<file path="src/rtl/alu_cmd_sender.sv">
// Serialises one ALU command (A, B, opcode) as three back-to-back 8N1 UART bytes.
// Carries its own 16x-oversample tick divider so it can drive a UART receiver directly.
module alu_cmd_sender #(
    parameter int unsigned DATA_SIZE   = 8,
    parameter int unsigned OPCODE_SIZE = 6,
    parameter int unsigned FR_CLOCK_HZ = 100000000,
    parameter int unsigned BAUDRATE    = 9600,
    parameter int unsigned OVERSAMPLE  = 16,
    parameter int unsigned TICK_DIV    = FR_CLOCK_HZ / (BAUDRATE * OVERSAMPLE)
) (
    input  logic                   i_clock,
    input  logic                   i_reset,
    input  logic                   i_start,
    input  logic [DATA_SIZE-1:0]   i_a,
    input  logic [DATA_SIZE-1:0]   i_b,
    input  logic [OPCODE_SIZE-1:0] i_op,
    output logic                   o_tx,
    output logic                   o_busy,
    output logic                   o_done
);

    localparam int unsigned BYTE_W = 8;
    localparam int unsigned BIT_W  = $clog2(BYTE_W);
    localparam int unsigned DIV_W  = (TICK_DIV > 1) ? $clog2(TICK_DIV) : 1;
    localparam int unsigned OS_W   = (OVERSAMPLE > 1) ? $clog2(OVERSAMPLE) : 1;

    localparam logic [1:0] S_IDLE  = 2'd0;
    localparam logic [1:0] S_START = 2'd1;
    localparam logic [1:0] S_DATA  = 2'd2;
    localparam logic [1:0] S_STOP  = 2'd3;

    logic [1:0]        state_q, state_d;
    logic [DIV_W-1:0]  div_q, div_d;
    logic [OS_W-1:0]   os_q, os_d;
    logic [BIT_W-1:0]  bit_q, bit_d;
    logic [1:0]        byte_q, byte_d;
    logic [BYTE_W-1:0] a_q, a_d;
    logic [BYTE_W-1:0] b_q, b_d;
    logic [BYTE_W-1:0] op_q, op_d;
    logic              tx_q, tx_d;
    logic              busy_q, busy_d;
    logic              done_q, done_d;

    logic              tick_c;
    logic              bit_end_c;
    logic [BYTE_W-1:0] cur_byte_c;
    logic [BIT_W-1:0]  next_bit_c;

    assign tick_c     = (div_q == DIV_W'(TICK_DIV - 1));
    assign bit_end_c  = tick_c && (os_q == OS_W'(OVERSAMPLE - 1));
    assign next_bit_c = bit_q + BIT_W'(1);

    always_comb begin
        cur_byte_c = op_q;
        case (byte_q)
            2'd0:    cur_byte_c = a_q;
            2'd1:    cur_byte_c = b_q;
            default: cur_byte_c = op_q;
        endcase
    end

    // Next-state and registered-output logic.
    always_comb begin
        state_d = state_q;
        div_d   = div_q;
        os_d    = os_q;
        bit_d   = bit_q;
        byte_d  = byte_q;
        a_d     = a_q;
        b_d     = b_q;
        op_d    = op_q;
        tx_d    = tx_q;
        busy_d  = busy_q;
        done_d  = 1'b0;

        if (state_q != S_IDLE) begin
            div_d = tick_c ? '0 : div_q + DIV_W'(1);
            if (tick_c) begin
                os_d = bit_end_c ? '0 : os_q + OS_W'(1);
            end
        end

        case (state_q)
            S_IDLE: begin
                tx_d   = 1'b1;
                busy_d = 1'b0;
                if (i_start) begin
                    a_d     = BYTE_W'(i_a);
                    b_d     = BYTE_W'(i_b);
                    op_d    = BYTE_W'(i_op);
                    byte_d  = 2'd0;
                    div_d   = '0;
                    os_d    = '0;
                    tx_d    = 1'b0;
                    busy_d  = 1'b1;
                    state_d = S_START;
                end
            end
            S_START: begin
                if (bit_end_c) begin
                    bit_d   = '0;
                    tx_d    = cur_byte_c[0];
                    state_d = S_DATA;
                end
            end
            S_DATA: begin
                if (bit_end_c) begin
                    if (bit_q == BIT_W'(BYTE_W - 1)) begin
                        tx_d    = 1'b1;
                        state_d = S_STOP;
                    end else begin
                        bit_d = next_bit_c;
                        tx_d  = cur_byte_c[next_bit_c];
                    end
                end
            end
            default: begin
                if (bit_end_c) begin
                    if (byte_q == 2'd2) begin
                        tx_d    = 1'b1;
                        busy_d  = 1'b0;
                        done_d  = 1'b1;
                        state_d = S_IDLE;
                    end else begin
                        byte_d  = byte_q + 2'd1;
                        tx_d    = 1'b0;
                        state_d = S_START;
                    end
                end
            end
        endcase
    end

    always_ff @(posedge i_clock or posedge i_reset) begin
        if (i_reset) begin
            state_q <= S_IDLE;
            div_q   <= '0;
            os_q    <= '0;
            bit_q   <= '0;
            byte_q  <= '0;
            a_q     <= '0;
            b_q     <= '0;
            op_q    <= '0;
            tx_q    <= 1'b1;
            busy_q  <= 1'b0;
            done_q  <= 1'b0;
        end else begin
            state_q <= state_d;
            div_q   <= div_d;
            os_q    <= os_d;
            bit_q   <= bit_d;
            byte_q  <= byte_d;
            a_q     <= a_d;
            b_q     <= b_d;
            op_q    <= op_d;
            tx_q    <= tx_d;
            busy_q  <= busy_d;
            done_q  <= done_d;
        end
    end

    assign o_tx   = tx_q;
    assign o_busy = busy_q;
    assign o_done = done_q;

endmodule

</file>
<file path="config.mk">
export PLATFORM = sky130hd
export DESIGN_NAME = alu_cmd_sender
export DESIGN_NICKNAME = d
export VERILOG_FILES = /design/src/rtl/alu_cmd_sender.sv
export SDC_FILE = /design/constraint.sdc
export NUM_CORES = 1
export LEC_CHECK = 0
export CORE_MARGIN = 2
export CORE_UTILIZATION = 40
export DETAILED_ROUTE_END_ITERATION = 7
export PLACE_DENSITY_LB_ADDON = 0.15
export SYNTH_ARGS = -nofsm -noshare
export SYNTH_HDL_FRONTEND = slang
export SYNTH_SLANG_ARGS = --single-unit
</file>
<file path="constraint.sdc">
create_clock -name i_clock -period 4.3 [get_ports i_clock]
set_input_delay 1.075 -clock i_clock [delete_from_list [all_inputs] [get_ports i_clock]]
set_output_delay 1.075 -clock i_clock [all_outputs]
set_load 0.02 [all_outputs]
</file>
==> results of run 1 <==
## cell type report
class	count	area (sq um)	share of cell area, %
clock inverters	3	21.27	0.7506
well taps	75	93.84	3.311
clock buffers	5	68.82	2.428
repair buffers	27	270.3	9.536
inverters	8	30.03	1.060
flip-flops and latches	46	1152	40.66
multi-input cells	165	1197	42.25
## layout by cell type (no fill, tap or decap), drive strengths merged, types with 2 or more instances in the layout
| cell | synthesis | routed |
|---|---|---|
| a211oi | 3 | 3 |
| and4bb | 2 | 2 |
| o21ai | 20 | 20 |
| nor2b | 4 | 4 |
| inv | 8 | 8 |
| clkbuf | 5 | 5 |
| xor2 | 4 | 4 |
| a221oi | 3 | 3 |
| nand4b | 2 | 2 |
| a22oi | 2 | 2 |
| dfrtp | 45 | 45 |
| a21oi | 12 | 12 |
| nand2 | 22 | 22 |
| nand3 | 9 | 9 |
| a22o | 6 | 6 |
| nand2b | 6 | 6 |
| and3 | 4 | 4 |
| a21o | 2 | 2 |
| ha | 12 | 12 |
| clkinv | 0 | 2 |
| nor3b | 3 | 3 |
| clkdlybuf4s50 | 0 | 27 |
| nor3 | 3 | 3 |
| nor2 | 11 | 11 |
| mux2 | 23 | 23 |
## per-stage QoR
stage / area [sq um] / total power [mW] / util (%)
2_1_floorplan: 2421 / 0.4475 / -
3_3_place_gp: 2744 / 0.4729 / 46.62
3_5_place_dp: 2744 / 0.4727 / 46.62
4_1_cts: 2834 / 0.7398 / 48.15
5_1_grt: 2834 / 0.7640 / 48.15
6_report: 2834 / 0.7261 / 48.15
## sequential cells by signal (all words and copies together) (netlist names)
signal,count
a_q,8
o_done,1
state_q,2
op_q,6
o_busy,1
b_q,8
div_q,10
o_tx,1
os_q,4
bit_q,3
byte_q,2
## metal layers
layer,up-vias,track usage [%],part of all wire (%)
met2,25,25.61,46
met3,5,3.956,3.1
met1,838,22.30,49
li1,871,-,-
met4,0,4.500,1.3
met5,-,0,0
## power breakdown
part / switching [mW] / internal (mW) / total (mW)
sequential: 0 / 0.432 / 0.432
combinational: 0.0116 / 0.0192 / 0.0308
clock: 0.149 / 0.114 / 0.263
total: 0.160 / 0.566 / 0.726
## worst register-to-register path, stage by stage, from the launching register on
cell     delay (ps)
dfrtp_1         400
inv_1           110
ha_1            510
nand2_1         760
mux2_2          540
## cell families (layout without fill, tap and decap cells)
| logic type | count (synthesis) | count (layout) | synth area share [%] |
|---|---|---|---|
| AND/OR/NAND/NOR | 69 | 69 | 15.76 |
| adder cells (fa/ha/maj) | 12 | 12 | 6.201 |
| AO/OA/AOI/OAI | 55 | 55 | 14.57 |
| XOR/XNOR | 5 | 5 | 1.809 |
| flip-flops | 46 | 46 | 47.60 |
| multiplexers | 24 | 24 | 11.11 |
| buffers and inverters | 17 | 43 | 2.946 |
## worst max-delay path by stage
stage / start / to / slack (ps) / depth (start not counted)
floorplan: i_reset / a_q[0]$_DFFE_PP0P_ / 2140 / 1
global placement: i_start / a_q[3]$_DFFE_PP0P_ / 1350 / 3
detailed placement: i_start / b_q[0]$_DFFE_PP0P_ / 1330 / 3
CTS: i_start / b_q[0]$_DFFE_PP0P_ / 1660 / 3
global route: i_start / div_q[2]$_DFF_PP0_ / 1590 / 4
finish: i_start / b_q[0]$_DFFE_PP0P_ / 1680 / 3
==> impl_metrics.yaml, run 1 <==
min_path:
  worst_hold_path.endpoint: "o_tx$_DFFE_PP1P_"
  hp-start: "o_tx$_DFFE_PP1P_"
  hp-class: "flip-flop to flip-flop"
  holdPathStages: 2
timing:
  fin_hold_ws_ps: 474.6
  min_period_ps: 2623
  report.final.hold_viol_count: 0
  tns_ps: 0
  fin_skew_ps: 10.38
  rsz0062_at_grt: "false"
  worst_slack_ps: 1677
  slew_headroom_pct: 30.53
  fmax_mhz: 381.3
  tightest_slew_ps: 1039
  fin_crit_sh_pct: 60.99
  final_max_slew_viol_count: 0
  setup_viol: 0
logic_synthesis:
  yosys_warnings: 0
  synthArstFlopShare_pct: 100.0
  ys_seq_area_share_pct: 47.60
  synth_top_cell_area_share_pct: 46.51
  synth_edf_count: 0
  avgSynthCellArea_sq_um: 10.62
  ys_top_cells_by_area: "dfrtp_1 47%, mux2_2 11%, ha_1 6.2%"
  synth_flop_cell: "dfrtp_1"
  synth_cells: 228
  synth_nets: 265
  synth_commonest_cells: "45 x dfrtp_1, 23 x mux2_2, 21 x nand2_1, 19 x o21ai_0, 12 x ha_1"
  synth.most_common_cell: "dfrtp_1"
  synthDistinctLibCells: 43
  synth_area_sq_um: 2421
  ys_ff_latch: 46
  yosysTopAreaCell: "dfrtp_1"
placement:
  gp_congestion: 0.7422
  post-place-ws_ps: 1329
  hpwlAfterDp_mm: 3.442
  dp_cells: 321
  port_buffers: 27
global_routing:
  grt_pass1_vias: 1729
  grt_first_pass_wirelength_mm: 8.286
  antenna_found_initial: 0
  grt_use_total_pct: 16.24
  grt-ovfl-total: 0
  grt_max_degree: 47
flow_run:
  cap_violations: 0
route:
  drtAntennaViolNets: 0
  drtIter0Drc: 65
  via_per_inst: 5.286
  num_vias: 1739
  routed_wl_mm: 4.736
  drc: 0
  drt_pass1_iterations: 4
  wl_per_cell_um: 14.40
die:
  die_y_um: 81.80
  die_x_um: 81.80
  ios: 28
  fp.dieArea_sq_um: 6691
  initial_core_util_pct: 41.14
  rows: 28
  core_sq_um: 5886
critical_path:
  r2r-end: "b_q[0]$_DFFE_PP0P_"
  cp_top_family: "simple AND/OR/NAND/NOR gates"
  r2r_setup_slack_ps: 1880
  cp_slowest_stage_delay_ps: 630
  startpoint_type: "input port"
  timing_worst_setup_path_type: "input port to flip-flop"
  reg2reg_depth: 4
  worstPathCellList: "clkdlybuf4s50_1 -> nand2_1 -> mux2_2"
  worst-path-buf-inv: 1
  required_ps: 4490
  slowest_stage: "nand2_1"
  r2r_start: "state_q[1]$_DFFE_PP0P_"
  endpoint_kind: "flip-flop"
  worstPathArrival_ps: 2810
  crit_path_max_fanout: 24
clock_network:
  clockRootBuffer: "clkbuf_8"
  post_cts_buffers: 0
  clock_latency_ps: 300
  h-tree-depth: 2
  clk_pin_slew_ps: 90
  cts-buffers-inserted: 5
  cts_tree: "done"
  clockBufferDepth: 2
  cts-resized-gates: 0
  cts_hold_buf: 0
  numClockSinks: 46
power:
  p_leak_nw: 1.295
  p_per_area_nw_per_um2: 256.2
  peakVddDrop_v: 0.0001510
run_status:
  status: "completed"
cells_and_area:
  drive_gt1_share_pct: 15.35
  fill_cells: 578
  final_nets: 290
  final_cells: 329
  diodes: 0
  area_growth_syn_to_layout_pct: 17.05
Power figures use the tool's default switching activity.
==> run 2: changes to the inputs <==
==> constraint.sdc (replaced) <==
create_clock -name i_clock -period 2.5 [get_ports i_clock]
set_input_delay 0.625 -clock i_clock [delete_from_list [all_inputs] [get_ports i_clock]]
set_output_delay 0.625 -clock i_clock [all_outputs]
set_load 0.02 [all_outputs]
==> impl_metrics.yaml, run 2 (synthesis results as in run 1) <==
global_routing:
  grt_pass1_vias: 1730
  grt_use_total_pct: 15.91
  grt_max_degree: 47
  grt_first_pass_wirelength_mm: 8.231
  grt-ovfl-total: 0
  antenna_found_initial: 0
timing:
  slew_headroom_pct: 62.65
  min_period_ps: 2141
  setup_viol: 0
  fin_crit_sh_pct: 85.63
  fin_skew_ps: 12.28
  fmax_mhz: 467.1
  rsz0062_at_grt: "false"
  tns_ps: 0
  tightest_slew_ps: 560.2
  final_max_slew_viol_count: 0
  report.final.hold_viol_count: 0
critical_path:
  worst-path-buf-inv: 0
  required_ps: 2730
  startpoint_type: "flip-flop"
  endpoint_kind: "flip-flop"
  cp_slowest_stage_delay_ps: 500
  crit_path_max_fanout: 9
  slowest_stage: "dfrtp_1"
  worstPathCellList: "ha_1 -> nand2_1 -> a221oi_1 -> a21boi_0 -> a211oi_1 -> a211oi_1 -> o31ai_1"
  cp_top_family: "compound AO/OA/AOI/OAI gates"
  crit_top_cell: "a211oi_1"
  worstPathArrival_ps: 2370
  timing_worst_setup_path_type: "flip-flop to flip-flop"
placement:
  hpwlAfterDp_mm: 3.462
  gp_congestion: 0.8080
  port_buffers: 27
  placed_area_sq_um: 2779
die:
  die_y_um: 81.80
  core_sq_um: 5886
  rows: 28
  die_x_um: 81.80
  fp.dieArea_sq_um: 6691
  initial_core_util_pct: 41.14
  ios: 28
cells_and_area:
  area_growth_syn_to_layout_pct: 18.66
  fill_cells: 558
  final_cell_area_sq_um: 2873
  top_register: "div_q"
  drive_gt1_share_pct: 16.34
  mostFrequentLayoutCell: "dfrtp_1"
  top_regs: "div_q x10, a_q x8, b_q x8"
  mostFrequentLayoutCells: "45 x dfrtp_1, 27 x clkdlybuf4s50_1, 23 x mux2_2"
  final_core_util_pct: 48.81
  largest_register_ffs: 10
  final_nets: 293
  diodes: 0
power:
  peakVddDrop_v: 0.0002279
  p_leak_nw: 1.313
  p_per_area_nw_per_um2: 440.5
min_path:
  hp-class: "flip-flop to flip-flop"
route:
  drtAntennaViolNets: 0
  routed_wl_mm: 4.777
  drc: 0
  drtIter0Drc: 114
  wl_per_cell_um: 14.39
  num_vias: 1758
  via_per_inst: 5.295
  drt_pass1_iterations: 4
clock_network:
  cts_hold_buf: 0
  clock_latency_ps: 300
  cts-resized-gates: 0
  cts_tree: "done"
  clockRootBuffer: "clkbuf_8"
  clk_pin_slew_ps: 90
  cts-buffers-inserted: 5
  clockBufferDepth: 2
  numClockSinks: 46
  h-tree-depth: 2
  post_cts_buffers: 0
flow_run:
  cap_violations: 0
run_status:
  status: "completed"
run 2: cell count changes in the layout (fill, tap and decap cells not counted):
cell / change
buf_4: +2
inv_6: +1
buf_12: +1
clkinv_2: -1
run 2: worst paths after layout:
check	endpoint	slack, ps	start	cells after the start
max	o_tx$_DFFE_PP1P_	360	bit_q[0]$_DFFE_PP0P_	7
min	o_tx$_DFFE_PP1P_	490	o_tx$_DFFE_PP1P_	2
max reg2reg	o_tx$_DFFE_PP1P_	360	bit_q[0]$_DFFE_PP0P_	7
min reg2reg	o_tx$_DFFE_PP1P_	490	o_tx$_DFFE_PP1P_	2
max in group asynchronous	o_tx$_DFFE_PP1P_	1570	i_reset	3
min in group asynchronous	os_q[0]$_DFF_PP0_	670	i_reset	3
run 2: tightest hold or removal path, stage by stage (launching register included):
cell     delay [ps]
dfstp_2         390
nand2_1          50
o31ai_1          60
run 2: power breakdown:
| group | switching, mW | internal, mW | total [mW] |
|---|---|---|---|
| Clock | 0.263 | 0.202 | 0.465 |
| Sequential | 0 | 0.743 | 0.743 |
| Combinational | 0.0206 | 0.0364 | 0.0569 |
| Total | 0.284 | 0.982 | 1.27 |
run 2: routing by layer:
| layer | global-route usage [%] | up-vias | share of wire, % |
|---|---|---|---|
| met5 | 0 | - | 0 |
| met4 | 3.500 | 0 | 0.71 |
| met3 | 3.736 | 5 | 2.9 |
| met1 | 23.27 | 855 | 51 |
| met2 | 23.98 | 23 | 45 |
| li1 | - | 875 | - |
run 2: area by class of cell:
| cell class | count | area [sq um] | area share (%) |
|---|---|---|---|
| multi-input cells | 165 | 1197 | 41.68 |
| clock inverters | 3 | 25.02 | 0.8711 |
| clock buffers | 5 | 68.82 | 2.395 |
| flip-flops and latches | 46 | 1152 | 40.11 |
| well taps | 75 | 93.84 | 3.267 |
| repair buffers | 30 | 305.3 | 10.63 |
| inverters | 8 | 30.03 | 1.045 |
run 2: per-stage QoR:
step	worst slack (ps)	cells	power [mW]	hold slack, ps
6_report	359.2	332	1.265	493.0
5_1_grt	154.8	332	1.331	536.3
4_1_cts	343.8	332	1.293	494.3
3_5_place_dp	377.4	324	0.8170	470.4
3_3_place_gp	352.9	324	0.8176	473.6
2_1_floorplan	733.7	228	0.7697	468.6
==> run 3: changes to the inputs <==
--- a/config.mk
+++ b/config.mk
@@ -5,9 +5,9 @@
 export SDC_FILE = /design/constraint.sdc
 export NUM_CORES = 1
 export LEC_CHECK = 0
-export CORE_MARGIN = 2
 export CORE_UTILIZATION = 40
 export DETAILED_ROUTE_END_ITERATION = 7
+export DONT_BUFFER_PORTS = 1
 export PLACE_DENSITY_LB_ADDON = 0.15
 export SYNTH_ARGS = -nofsm -noshare
 export SYNTH_HDL_FRONTEND = slang
==> impl_metrics.yaml, run 3 (synthesis results as in run 1) <==
power:
  p_seq_share_pct: 60.4
  internal-power_mw: 0.9495
  p_per_area_nw_per_um2: 471.2
  peakVddDrop_v: 0.0003266
  p_switching_mw: 0.2810
  clockPowerShare_pct: 38.0
  p_comb_share_pct: 1.5
  total_power_mw: 1.230
  p_sw_share_pct: 22.84
  p_leak_nw: 1.215
cells_and_area:
  drive_gt1_share_pct: 18.26
  largest_register_ffs: 10
  top_regs: "div_q x10, a_q x8, b_q x8"
  final_nets: 266
  top_register: "div_q"
  area_growth_syn_to_layout_pct: 7.855
  final_cell_area_sq_um: 2611
  diodes: 0
  mostFrequentLayoutCell: "dfrtp_1"
  mostFrequentLayoutCells: "45 x dfrtp_1, 23 x mux2_2, 21 x nand2_1"
die:
  ios: 28
  die_y_um: 79.80
  core_sq_um: 5675
  rows: 27
  initial_core_util_pct: 42.66
  fp.dieArea_sq_um: 6368
  die_x_um: 79.80
global_routing:
  antenna_found_initial: 0
  grt_use_total_pct: 17.57
  grt_first_pass_wirelength_mm: 8.390
  grt_pass1_vias: 1665
  grt.met1_usage_pct: 24.96
  grt-ovfl-total: 0
  met2_usage_pct: 25.81
  top_usage_layer: "met2"
  met3_usage_pct: 4.457
  grt_max_degree: 47
placement:
  port_buffers: 0
  post-place-ws_ps: 485.3
  hpwlAfterDp_mm: 3.556
  gp_congestion: 0.8327
  placed_area_sq_um: 2517
clock_network:
  cts_hold_buf: 0
  numClockSinks: 46
  clk_pin_slew_ps: 90
  h-tree-depth: 2
  post_cts_buffers: 0
  clockBufferDepth: 2
  cts-resized-gates: 0
  clockRootBuffer: "clkbuf_8"
  cts_tree: "done"
  clock_latency_ps: 300
  cts-buffers-inserted: 5
route:
  via_per_inst: 5.447
  drtIter0Drc: 111
  num_vias: 1645
  routed_wl_mm: 4.894
  wl_per_cell_um: 16.21
  drc: 0
  drtAntennaViolNets: 0
  drt_pass1_iterations: 4
run_status:
  status: "completed"
critical_path:
  endpoint_kind: "flip-flop"
  crit_path_max_fanout: 9
  worstPathArrival_ps: 2290
  startpoint_type: "flip-flop"
  required_ps: 2730
  timing_worst_setup_path_type: "flip-flop to flip-flop"
timing:
  rsz0062_at_grt: "false"
  fin_skew_ps: 4.847
  setup_viol: 0
  tns_ps: 0
  final_max_slew_viol_count: 0
  report.final.hold_viol_count: 0
  tightest_slew_ps: 533.4
  fin_crit_sh_pct: 82.50
  slew_headroom_pct: 64.35
  min_period_ps: 2063
  fmax_mhz: 484.8
  worst_slack_ps: 437.5
  fin_hold_ws_ps: 222.0
min_path:
  hp-class: "input port to asynchronous set/reset pin"
flow_run:
  cap_violations: 0
run 3: power groups by stage:
stage,registers [mW],logic [mW],clock network (mW)
after floorplan,0.758,0.0115,0
after global placement,0.758,0.0202,0
after detailed placement,0.758,0.0204,0
after CTS,0.743,0.0205,0.492
after global routing,0.744,0.0226,0.524
final,0.743,0.0191,0.468
run 3: worst paths after layout:
kind                                            from            endpoint  slack [ps]  depth (start not counted)
max in group asynchronous                    i_reset    o_tx$_DFFE_PP1P_        1980                          2
worst max-delay path            bit_q[0]$_DFFE_PP0P_    o_tx$_DFFE_PP1P_         440                          7
min in group i_clock                         i_start   os_q[0]$_DFF_PP0_         400                          1
worst min-delay path                         i_reset  div_q[2]$_DFF_PP0_         220                          2
worst min register to register    b_q[0]$_DFFE_PP0P_  b_q[0]$_DFFE_PP0P_         520                          1
worst max register to register  bit_q[0]$_DFFE_PP0P_    o_tx$_DFFE_PP1P_         440                          7
run 3: layer usage:
layer | vias up | part of all wire [%]
li1 | 820 | -
met1 | 788 | 52
met2 | 29 | 43
met3 | 8 | 3.4
met4 | 0 | 1.7
met5 | - | 0
run 3: critical path, cell delays in order (launching register included):
cell      delay [ps]
dfrtp_1          480
ha_1             450
nand2_1          110
a221oi_1         310
a21boi_0         240
a211oi_1          80
a211oi_1         210
o31ai_1          120
run 3: metrics by stage:
stage	util (%)	std cells
5_1_grt	46.01	302
2_1_floorplan	-	228
3_5_place_dp	44.36	294
6_report	46.01	302
4_1_cts	46.01	302
3_3_place_gp	44.36	294
run 3: final cells by class:
cell class                 instances  area [sq um]
clock buffer                       5         68.82
fill                             559          3064
inverter                           8         30.03
clock inverter                     3         25.02
timing repair buffer               3         47.55
tap                               72         90.09
multi-input combinational        165          1197
sequential                        46          1152
